===== src/rtl/sccb_write_arbiter.sv =====
// Round-robin arbiter that shares the single SCCB register-write port between
// the camera config requesters. One {addr, data} write is latched per grant and
// carried through the SCCB start/ready handshake. A done pulse, with err on
// timeout, goes back to the granted requester.
module sccb_write_arbiter #(
    parameter int unsigned NUM_REQ        = 2,
    parameter int unsigned SETTLE_CYCLES  = 16,
    parameter int unsigned TIMEOUT_CYCLES = 65535
) (
    input  logic                 clk,
    input  logic                 rst,
    input  logic [NUM_REQ-1:0]   req,
    input  logic [8*NUM_REQ-1:0] req_addr,
    input  logic [8*NUM_REQ-1:0] req_data,
    output logic [NUM_REQ-1:0]   grant,
    output logic [NUM_REQ-1:0]   done,
    output logic [NUM_REQ-1:0]   err,
    output logic                 busy,
    output logic                 sccb_start,
    output logic [7:0]           sccb_addr,
    output logic [7:0]           sccb_data,
    input  logic                 sccb_ready
);

    localparam int unsigned PTR_W   = $clog2(NUM_REQ);
    localparam int unsigned CNT_MAX = (TIMEOUT_CYCLES > SETTLE_CYCLES) ? TIMEOUT_CYCLES : SETTLE_CYCLES;
    localparam int unsigned CNT_W   = $clog2(CNT_MAX + 1);

    // Timer value from which the next increment reaches TIMEOUT_CYCLES-1.
    localparam logic [CNT_W-1:0] TIMEOUT_LAST = CNT_W'(TIMEOUT_CYCLES - 2);
    localparam logic [CNT_W-1:0] SETTLE_LAST  = CNT_W'(SETTLE_CYCLES - 1);
    localparam logic [PTR_W-1:0] PTR_LAST     = PTR_W'(NUM_REQ - 1);

    typedef enum logic [2:0] {
        IDLE,
        ISSUE,
        WAIT_BUSY,
        WAIT_DONE,
        SETTLE
    } state_t;

    state_t             state;
    logic [PTR_W-1:0]   rr_ptr;
    logic [PTR_W-1:0]   gnt_idx;
    logic [CNT_W-1:0]   timer;

    logic               pick_vld_c;
    logic               hi_vld_c;
    logic [PTR_W-1:0]   hi_idx_c;
    logic [PTR_W-1:0]   lo_idx_c;
    logic [PTR_W-1:0]   pick_idx_c;
    logic [NUM_REQ-1:0] pick_oh_c;
    logic [7:0]         pick_addr_c;
    logic [7:0]         pick_data_c;
    logic [PTR_W-1:0]   rr_next_c;
    logic               timeout_c;

    // Round-robin pick: lowest requester at/after rr_ptr, else lowest overall (wrap).
    always_comb begin
        pick_vld_c  = 1'b0;
        hi_vld_c    = 1'b0;
        hi_idx_c    = '0;
        lo_idx_c    = '0;
        pick_idx_c  = '0;
        pick_oh_c   = '0;
        pick_addr_c = '0;
        pick_data_c = '0;
        for (int j = int'(NUM_REQ) - 1; j >= 0; j--) begin
            if (req[j]) begin
                pick_vld_c = 1'b1;
                lo_idx_c   = PTR_W'(j);
                if (PTR_W'(j) >= rr_ptr) begin
                    hi_vld_c = 1'b1;
                    hi_idx_c = PTR_W'(j);
                end
            end
        end
        pick_idx_c = hi_vld_c ? hi_idx_c : lo_idx_c;
        for (int j = 0; j < int'(NUM_REQ); j++) begin
            if (PTR_W'(j) == pick_idx_c) begin
                pick_oh_c[j] = 1'b1;
                pick_addr_c  = req_addr[8*j +: 8];
                pick_data_c  = req_data[8*j +: 8];
            end
        end
    end

    // Pointer moves past the requester just served; timeout compare on the shared timer.
    always_comb begin
        rr_next_c = (gnt_idx == PTR_LAST) ? '0 : gnt_idx + PTR_W'(1);
        timeout_c = (timer == TIMEOUT_LAST);
    end

    // Arbitration / handshake FSM with registered outputs.
    always_ff @(posedge clk or posedge rst) begin
        if (rst) begin
            state      <= IDLE;
            rr_ptr     <= '0;
            gnt_idx    <= '0;
            timer      <= '0;
            grant      <= '0;
            done       <= '0;
            err        <= '0;
            busy       <= 1'b0;
            sccb_start <= 1'b0;
            sccb_addr  <= '0;
            sccb_data  <= '0;
        end else begin
            done       <= '0;
            err        <= '0;
            sccb_start <= 1'b0;
            case (state)
                IDLE: begin
                    if (pick_vld_c && sccb_ready) begin
                        grant      <= pick_oh_c;
                        gnt_idx    <= pick_idx_c;
                        sccb_addr  <= pick_addr_c;
                        sccb_data  <= pick_data_c;
                        sccb_start <= 1'b1;
                        busy       <= 1'b1;
                        state      <= ISSUE;
                    end
                end
                ISSUE: begin
                    timer <= '0;
                    state <= WAIT_BUSY;
                end
                WAIT_BUSY: begin
                    if (!sccb_ready) begin
                        timer <= '0;
                        state <= WAIT_DONE;
                    end else if (timeout_c) begin
                        done   <= grant;
                        err    <= grant;
                        grant  <= '0;
                        rr_ptr <= rr_next_c;
                        timer  <= '0;
                        state  <= SETTLE;
                    end else begin
                        timer <= timer + CNT_W'(1);
                    end
                end
                WAIT_DONE: begin
                    if (sccb_ready) begin
                        done   <= grant;
                        grant  <= '0;
                        rr_ptr <= rr_next_c;
                        timer  <= '0;
                        state  <= SETTLE;
                    end else if (timeout_c) begin
                        done   <= grant;
                        err    <= grant;
                        grant  <= '0;
                        rr_ptr <= rr_next_c;
                        timer  <= '0;
                        state  <= SETTLE;
                    end else begin
                        timer <= timer + CNT_W'(1);
                    end
                end
                SETTLE: begin
                    if (timer == SETTLE_LAST) begin
                        timer <= '0;
                        busy  <= 1'b0;
                        state <= IDLE;
                    end else begin
                        timer <= timer + CNT_W'(1);
                    end
                end
                default: begin
                    grant <= '0;
                    busy  <= 1'b0;
                    timer <= '0;
                    state <= IDLE;
                end
            endcase
        end
    end

endmodule


===== config.mk =====
export PLATFORM = sky130hd
export DESIGN_NAME = sccb_write_arbiter
export DESIGN_NICKNAME = d
export VERILOG_FILES = /design/src/rtl/sccb_write_arbiter.sv
export SDC_FILE = /design/constraint.sdc
export NUM_CORES = 1
export LEC_CHECK = 0
export ABC_CLOCK_PERIOD_IN_PS = 2200
export CAP_MARGIN = 10
export CORE_MARGIN = 1.5
export CORE_UTILIZATION = 35
export DETAILED_ROUTE_END_ITERATION = 10
export DONT_BUFFER_PORTS = 1
export GPL_ROUTABILITY_DRIVEN = 0
export HOLD_SLACK_MARGIN = 0.02
export PLACE_DENSITY = 0.49
export SLEW_MARGIN = 5
export SYNTH_ARGS = -nofsm -noshare
export SYNTH_HDL_FRONTEND = slang
export SYNTH_SLANG_ARGS = --single-unit

===== constraint.sdc =====
create_clock -name clk -period 2.2 [get_ports clk]
set_input_delay 0.44 -clock clk [delete_from_list [all_inputs] [get_ports clk]]
set_output_delay 0.44 -clock clk [all_outputs]
set_load 0.01 [all_outputs]

==> PnR_summary.wiki, run 1 <==
{| class="wikitable"
! Metric !! Value
|-
| Timing endpoint of the critical path || timer[6]$_DFFE_PP0N_
|-
| Gate family responsible for the most delay along the worst path || compound AO/OA/AOI/OAI gates
|-
| Antenna violations before repair || 0
|-
| Rel. slew slack || 68.0%
|-
| Aggregate global routing overflow || 0
|-
| Type of the worst setup path || register to register
|-
| Vias per Instance || between 5 and 6
|-
| Period utilisation layout || 90.8%
|-
| Placed Cells || 310
|-
| Post-route antenna net violation count || 0
|-
| Post-Synthesis Mean Instance Area || 9.74 um2
|-
| Aggregate global-route resource usage || 14.6%
|-
| Most instantiated cells after synthesis || dfrtp_1, nand2_1, o21ai_0
|-
| Cell taking the most area after synthesis || dfrtp_1
|-
| Count of distinct cell types in the synthesized netlist || 43
|-
| Post-synthesis async set-or-reset flop share || 100%
|-
| Count of standard-cell rows || 29
|-
| Inserted Clock Buffers || 5
|-
| Total of endpoints with negative setup slack in the final report || 0
|-
| Fin. max-slew vios || 0
|-
| Post-route insts no fill || 319
|-
| Endpoint of the most critical register-to-register path || timer[6]$_DFFE_PP0N_
|-
| Post-synthesis net count || 276
|-
| TritonCTS clock tree || yes
|-
| Biggest fanout along the worst timing path || 8
|-
| Flop2flop setup slack || roughly 0.2 ns
|-
| Count of flip-flops with a built-in enable after synthesis || 0
|-
| Synthesized area || 0.00231 mm2
|-
| Highest cell delay on the worst timing path || 0.48 ns
|-
| DR vias || 1687
|-
| Power per unit of standard cell area || ~1100 mW/mm2
|-
| Beginning of the critical path || timer[1]$_DFFE_PP0N_
|-
| Post-synthesis sequential area ratio || around half
|-
| Share of final-layout standard cells stronger than drive strength 1 || approximately an eighth
|-
| Die Height || 84.2 um
|-
| Final worst hold slack || ~0.34 ns
|-
| Total I/O pin count || 61
|-
| Fmax || ~0.5 GHz
|-
| YS warnings || 0
|-
| Flops & latches, synth || 45
|-
| Effective utilization at floorplan || 36.4%
|-
| Wire length of the first global-routing pass || 8200 um
|-
| CTS sink count || 45
|-
| Utilization after layout || 40.8%
|-
| Max-cap viol count || 0
|-
| Most instantiated library cell after synthesis || dfrtp_1
|-
| Transition time at the pin with the least slew margin || 0.477 ns
|-
| FF-to-FF path depth || 7
|-
| Hold violation count in the final report || 0
|-
| Cell with the biggest individual delay on the critical path || nor4_4
|-
| Root buffer selected by CTS || clkbuf_8
|-
| DRC Markers || 0
|-
| Cells along the critical path || inv_1 -> ha_1 -> nand4_1 -> nor4_4 -> a2bb2oi_4 -> o21ai_1 -> a22o_1
|-
| Element type at the critical path start || register
|-
| Category of the worst setup path capture point || register
|-
| Detailed placement HPWL || 3550 um
|-
| Die Span X || 84.2 um
|-
| LEAKAGE || 1.17 nW
|-
| Buffers plus inverters on the worst setup path || 1
|-
| Reg-to-reg critical path startpoint || timer[1]$_DFFE_PP0N_
|-
| Maximum number of pins on one net before global-route repair || 37
|-
| Hold crit path type || input port to register
|-
| Total die area || approximately 0.0071 mm2
|-
| Clock-pin slew on the worst setup and hold paths || 0.09 ns
|-
| Final worst clock skew || 0.00401 ns
|-
| Most area-consuming cells after synthesis || dfrtp_1, mux2i_1, nand2_1
|-
| Vias in the first global route || 1620
|-
| Buffers added on ports || 0
|-
| Post-route minimum period || 2.00 ns
|-
| Logic depth of the worst path, buffers included || 7
|-
| Top flip-flop cell by instance count after synthesis || dfrtp_1
|-
| Clock latency on the worst-skew pair || 0.29 ns
|-
| Unrepaired setup endpoints after global routing || false
|-
| Fin nets || between 200 and 300
|-
| Syn Inst Count || 237
|-
| Wire length per cell || 15.2 um
|-
| Share of the synthesized area in the top cell type || 48.8%
|-
| Final total power || 2.96 mW
|-
| Depth of the worst hold-timing path || 2
|-
| Count of routing violations after the opening detailed-route iteration || 57
|-
| Maximum ir drop on the vdd rail || 0.590 mV
|-
| Fin Setup TNS || 0 ns
|-
| Critical path data arrival time || 2.19 ns
|-
| Area growth from synthesis to final layout || 12.2%
|-
| H-tree level count || 2
|-
| Area of the placeable core || 0.00635 mm2
|-
| Maximum buffer depth of the clock tree || 2
|-
| Count of antenna diodes in the layout || 0
|-
| Worst path required time || 2.39 ns
|-
| Result of the run || finished clean
|-
| First drt pass iteration count || 4
|-
| Final WL || ~5000 um
|}
power by group:
group / total (mW) / internal, mW / switching [mW]
clock network: 0.749 / 0.457 / 0.292
logic: 0.888 / 0.378 / 0.510
registers: 1.32 / 1.04 / 0.283
kinds of logic (layout without fill, tap and decap cells):
logic type / count (synthesis) / count (layout) / synth area share [%]
AND/OR/NAND/NOR: 84 / 84 / 18.8
AO/OA/AOI/OAI: 60 / 60 / 17.2
flip-flops: 45 / 45 / 48.8
buffers and inverters: 22 / 27 / 3.85
multiplexers: 18 / 18 / 7.86
XOR/XNOR: 5 / 5 / 1.90
adder cells (fa/ha/maj): 3 / 3 / 1.68
state kept, by name, summed over array words and instances, names as in the netlist:
name        count
busy            1
done            2
err             2
gnt_idx         1
grant           2
rr_ptr          1
sccb_addr       8
sccb_data       8
sccb_start      1
state           3
timer          16
layout by cell type, fill, tap and decap left out, types with 2 or more instances in the layout:
master	instances
dfrtp_1	45
nand2_1	38
o21ai_0	23
mux2i_1	17
a21oi_1	11
nor2_1	10
nor3_1	9
inv_1	9
buf_4	7
nand4_1	6
a31oi_1	6
nand3_1	5
a22o_1	5
clkbuf_8	5
or3_1	4
o21ai_1	3
xnor2_1	3
nor4_1	2
o22ai_1	2
xor2_1	2
ha_1	2
bufinv_16	2
worst min-delay path by stage:
stage	startpoint	end	slack [ns]
6_report	req_data[12]	sccb_data[4]$_DFFE_PP0P_	0.34
5_1_grt	req_data[10]	sccb_data[2]$_DFFE_PP0P_	0.33
4_1_cts	sccb_ready	state[1]$_DFFE_PP0P_	0.33
3_5_place_dp	rst	sccb_addr[6]$_DFFE_PP0P_	0.33
3_3_place_gp	rst	sccb_addr[6]$_DFFE_PP0P_	0.33
2_1_floorplan	gnt_idx$_DFFE_PP0P_	rr_ptr$_DFFE_PP0P_	0.43
worst register-to-register path, stage by stage (launching register included):
cell and delay [ns]:
dfrtp_1 0.42, inv_1 0.08, ha_1 0.14, nand4_1 0.15, nor4_4 0.48, a2bb2oi_4 0.30, o21ai_1 0.11, a22o_1 0.23
area by class of cell:
cell class	count	area (um2)
sequential	45	1130
clock inverter	3	68.8
tap	77	96.3
inverter	10	37.5
clock buffer	5	68.8
fill	620	3760
multi-input combinational	170	1110
timing repair buffer	9	82.6
timing repair:
item	4_1_cts	5_1_grt
endpoints found under the hold margin	16	0
setup buffers	0	0
hold buffers	1	0
gates resized for setup	0	1
setup endpoints to repair	0	1
layer usage:
metal	global-route usage (%)	up-vias	share of wire (%)
li1	-	853	-
met1	19.5	787	45
met2	23.9	45	50
met3	3.24	2	4.2
met4	4.02	0	0.74
met5	0	-	0
stage by stage:
stage	worst slack [ns]	cell area (um2)
final	0.201	2590
after global routing	0.0397	2590
after CTS	0.187	2580
after detailed placement	0.200	2430
after global placement	0.209	2430
after floorplan	0.415	2310
Power figures use the tool's default switching activity.
==> run 2, diff against run 1 <==
ABC_CLOCK_PERIOD_IN_PS = 1900   (was 2200)
MAX_ROUTING_LAYER = met4   (was not set)
clock period = 1.9 ns   (was 2.2 ns; I/O delays follow)
==> run 2 against run 1 <==
Clock power fell by 17%. Final cell count rose by 7.2%. Setup slack got worse by 0.17 ns. Die area did not move. Clock-buffer cell count did not move. Non-clock buffer count rose by 23. Critical path depth rose by 1. Global-route usage rose by 1.1 points. Sequential power rose by 15%. Largest cell class is now multi-input gates. Highest routed layer unchanged.
==> PnR_summary.wiki, run 2 (synthesis results as in run 1) <==
{| class="wikitable"
! Metric !! Value
|-
| Worst path required time || 2.09 ns (-0.30 ns)
|-
| Cells along the critical path || inv_2 -> ha_4 -> nand4_1 -> nor4_4 -> buf_4 -> a2bb2oi_4 -> o21ai_2 -> a22o_1
|-
| Count of standard-cell rows || 29 (unchanged)
|-
| DR vias || 1823 (+8.1%)
|-
| Count of routing violations after the opening detailed-route iteration || 46 (-19%)
|-
| Total I/O pin count || 61 (unchanged)
|-
| Die Span X || 84.2 um (unchanged)
|-
| Max-cap viol count || 0 (unchanged)
|-
| Flip-flop count of the largest register, all copies and words added || 16 (unchanged)
|-
| Period utilisation layout || 98.3% (+7.4 points)
|-
| Maximum buffer depth of the clock tree || 2 (unchanged)
|-
| Share of final-layout standard cells stronger than drive strength 1 || 21.1% (+9.1 points)
|-
| Placed Cells || 328 (+5.8%)
|-
| Aggregate global routing overflow || 0 (unchanged)
|-
| H-tree level count || 2 (unchanged)
|-
| Category of the worst setup path capture point || register
|-
| Vias per Instance || 5.33 (+0.79%)
|-
| Unrepaired setup endpoints after global routing || true
|-
| Commonest non-fill, non-tap cells in the layout || dfrtp_1, nand2_1, buf_4
|-
| Buffers plus inverters on the worst setup path || 2 (+1)
|-
| Post-route antenna net violation count || 0 (unchanged)
|-
| Beginning of the critical path || timer[1]$_DFFE_PP0N_
|-
| Wire length per cell || 15.3 um (+0.40%)
|-
| Biggest regs || timer x16, sccb_addr x8, sccb_data x8
|-
| Effective utilization at floorplan || 36.4% (unchanged)
|-
| Highest cell delay on the worst timing path || 0.39 ns (-0.09 ns)
|-
| Most flop-heavy register || timer
|-
| Hold Path End || state[1]$_DFFE_PP0P_
|-
| Root buffer selected by CTS || clkbuf_8
|-
| Detailed placement HPWL || 3820 um (+7.5%)
|-
| Cell with the biggest individual delay on the critical path || dfrtp_1
|-
| Buffers added on ports || 0 (unchanged)
|-
| Aggregate global-route resource usage || 15.7% (+1.1 points)
|-
| Power per unit of standard cell area || 1240 mW/mm2 (+8.5%)
|-
| Most common cell after layout, fill and taps aside || dfrtp_1
|-
| Final worst hold slack || 0.268 ns (-0.0746 ns)
|-
| Fin nets || 303 (+8.2%)
|-
| Startpoint of the worst hold path || sccb_ready
|-
| Post-route insts no fill || 342 (+7.2%)
|-
| Hold crit path type || input port to register
|-
| Inserted Clock Buffers || 5 (unchanged)
|-
| Endpoint of the most critical register-to-register path || timer[6]$_DFFE_PP0N_
|-
| Wire length of the first global-routing pass || 8530 um (+3.9%)
|-
| Gate family responsible for the most delay along the worst path || simple AND/OR/NAND/NOR gates
|-
| Area growth from synthesis to final layout || 18.9%
|-
| Depth of the worst hold-timing path || 3 (+1)
|-
| Type of the worst setup path || register to register
|-
| Antenna violations before repair || 0 (unchanged)
|-
| Count of antenna diodes in the layout || 0 (unchanged)
|-
| Rel. slew slack || 76.0% (+8.0 points)
|-
| TritonCTS clock tree || yes
|-
| Maximum ir drop on the vdd rail || 0.585 mV (-0.77%)
|-
| Post-route minimum period || 1.87 ns (-0.132 ns)
|-
| Element type at the critical path start || register
|-
| Clock-pin slew on the worst setup and hold paths || 0.10 ns (about the same)
|-
| Total of endpoints with negative setup slack in the final report || 0 (unchanged)
|-
| Fmax || 0.536 GHz (+7.1%)
|-
| Final WL || 5230 um (+7.6%)
|-
| Die Height || 84.2 um (unchanged)
|-
| Fin. max-slew vios || 0 (unchanged)
|-
| Flop2flop setup slack || 0.03 ns (-0.17 ns)
|-
| Total die area || 0.00709 mm2 (unchanged)
|-
| Hold violation count in the final report || 0 (unchanged)
|-
| Final worst clock skew || 0.0144 ns (+0.0104 ns)
|-
| Transition time at the pin with the least slew margin || 0.360 ns (-0.117 ns)
|-
| Clock latency on the worst-skew pair || 0.30 ns (about the same)
|-
| Area of the placeable core || 0.00635 mm2 (unchanged)
|-
| Reg-to-reg critical path startpoint || timer[1]$_DFFE_PP0N_
|-
| Maximum number of pins on one net before global-route repair || 33 (-11%)
|-
| Result of the run || finished clean
|-
| Critical path data arrival time || 2.05 ns (-0.14 ns)
|-
| LEAKAGE || 1.26 nW (+7.8%)
|-
| DRC Markers || 0 (unchanged)
|-
| Biggest fanout along the worst timing path || 4 (-4)
|-
| FF-to-FF path depth || 8 (+1)
|-
| Vias in the first global route || 1636 (+0.99%)
|-
| First drt pass iteration count || 4 (unchanged)
|-
| CTS sink count || 45 (unchanged)
|}
==> run 2: cell count changes in the layout (fill, tap and decap cells not counted), sizes merged <==
cell | before | now
clkinvlp | 0 | 1
bufinv | 2 | 0
clkinv | 0 | 1
buf | 8 | 31
==> run 2: final cells by class <==
cell class	instances	area, um2
clock inverters	3	25.0
clock buffers	5	68.8
inverters	10	37.5
well taps	77	96.3
fillers	640	3610
repair buffers	32	255
multi-input cells	170	1130
flip-flops and latches	45	1130
==> run 2: how the worst max path moves through the flow <==
| stage | to | slack, ns | cells past startpoint |
|---|---|---|---|
| final | timer[6]$_DFFE_PP0N_ | 0.03 | 8 |
| after global routing | timer[2]$_DFFE_PP0N_ | -0.07 | 8 |
| after CTS | timer[6]$_DFFE_PP0N_ | 0.05 | 8 |
| after detailed placement | timer[6]$_DFFE_PP0N_ | -0.007 | 8 |
| after global placement | timer[6]$_DFFE_PP0N_ | 0.09 | 8 |
| after floorplan | grant[1]$_DFFE_PP0P_ | 0.11 | 7 |
==> run 2: routing by layer <==
layer / track usage, % / wire (um)
met1: 20.9 / 2430
met3: 3.83 / 219
met5: - / 0
met4: 4.47 / 51
met2: 23.9 / 2530
==> run 2: power by group <==
part	leakage, nW	internal (mW)	switching (mW)
combinational	0.624	0.586	0.679
clock	0.0447	0.266	0.358
sequential	0.590	1.21	0.309
total	1.26	2.06	1.35
==> run 2: timing repair <==
item	CTS	global route
gates resized for setup	0	7
pin swaps	1	8
endpoints found under the setup margin	1	9
cloned	0	0
hold buffers	1	0
hold endpoints to repair	13	0
setup buffers	0	5
==> run 2: through the flow <==
step | setup slack, ns | utilization, % | setup TNS (ns) | total power, mW | cell area, um2
detailed placement | -0.00747 | 40.4 | -0.00747 | 2.71 | 2560
global placement | 0.0936 | 40.4 | 0 | 2.70 | 2560
finish | 0.0331 | 43.2 | 0 | 3.40 | 2740
CTS | 0.0547 | 42.0 | 0 | 3.35 | 2670
floorplan | 0.115 | - | 0 | 2.27 | 2310
global route | -0.0748 | 43.2 | -0.430 | 3.67 | 2740
==> run 2: worst reg2reg max path, cell delays in order, from the launching register on <==
cell and delay (ns):
dfrtp_1 0.39, inv_2 0.09, ha_4 0.12, nand4_1 0.14, nor4_4 0.34, buf_4 0.20
a2bb2oi_4 0.21, o21ai_2 0.07, a22o_1 0.20
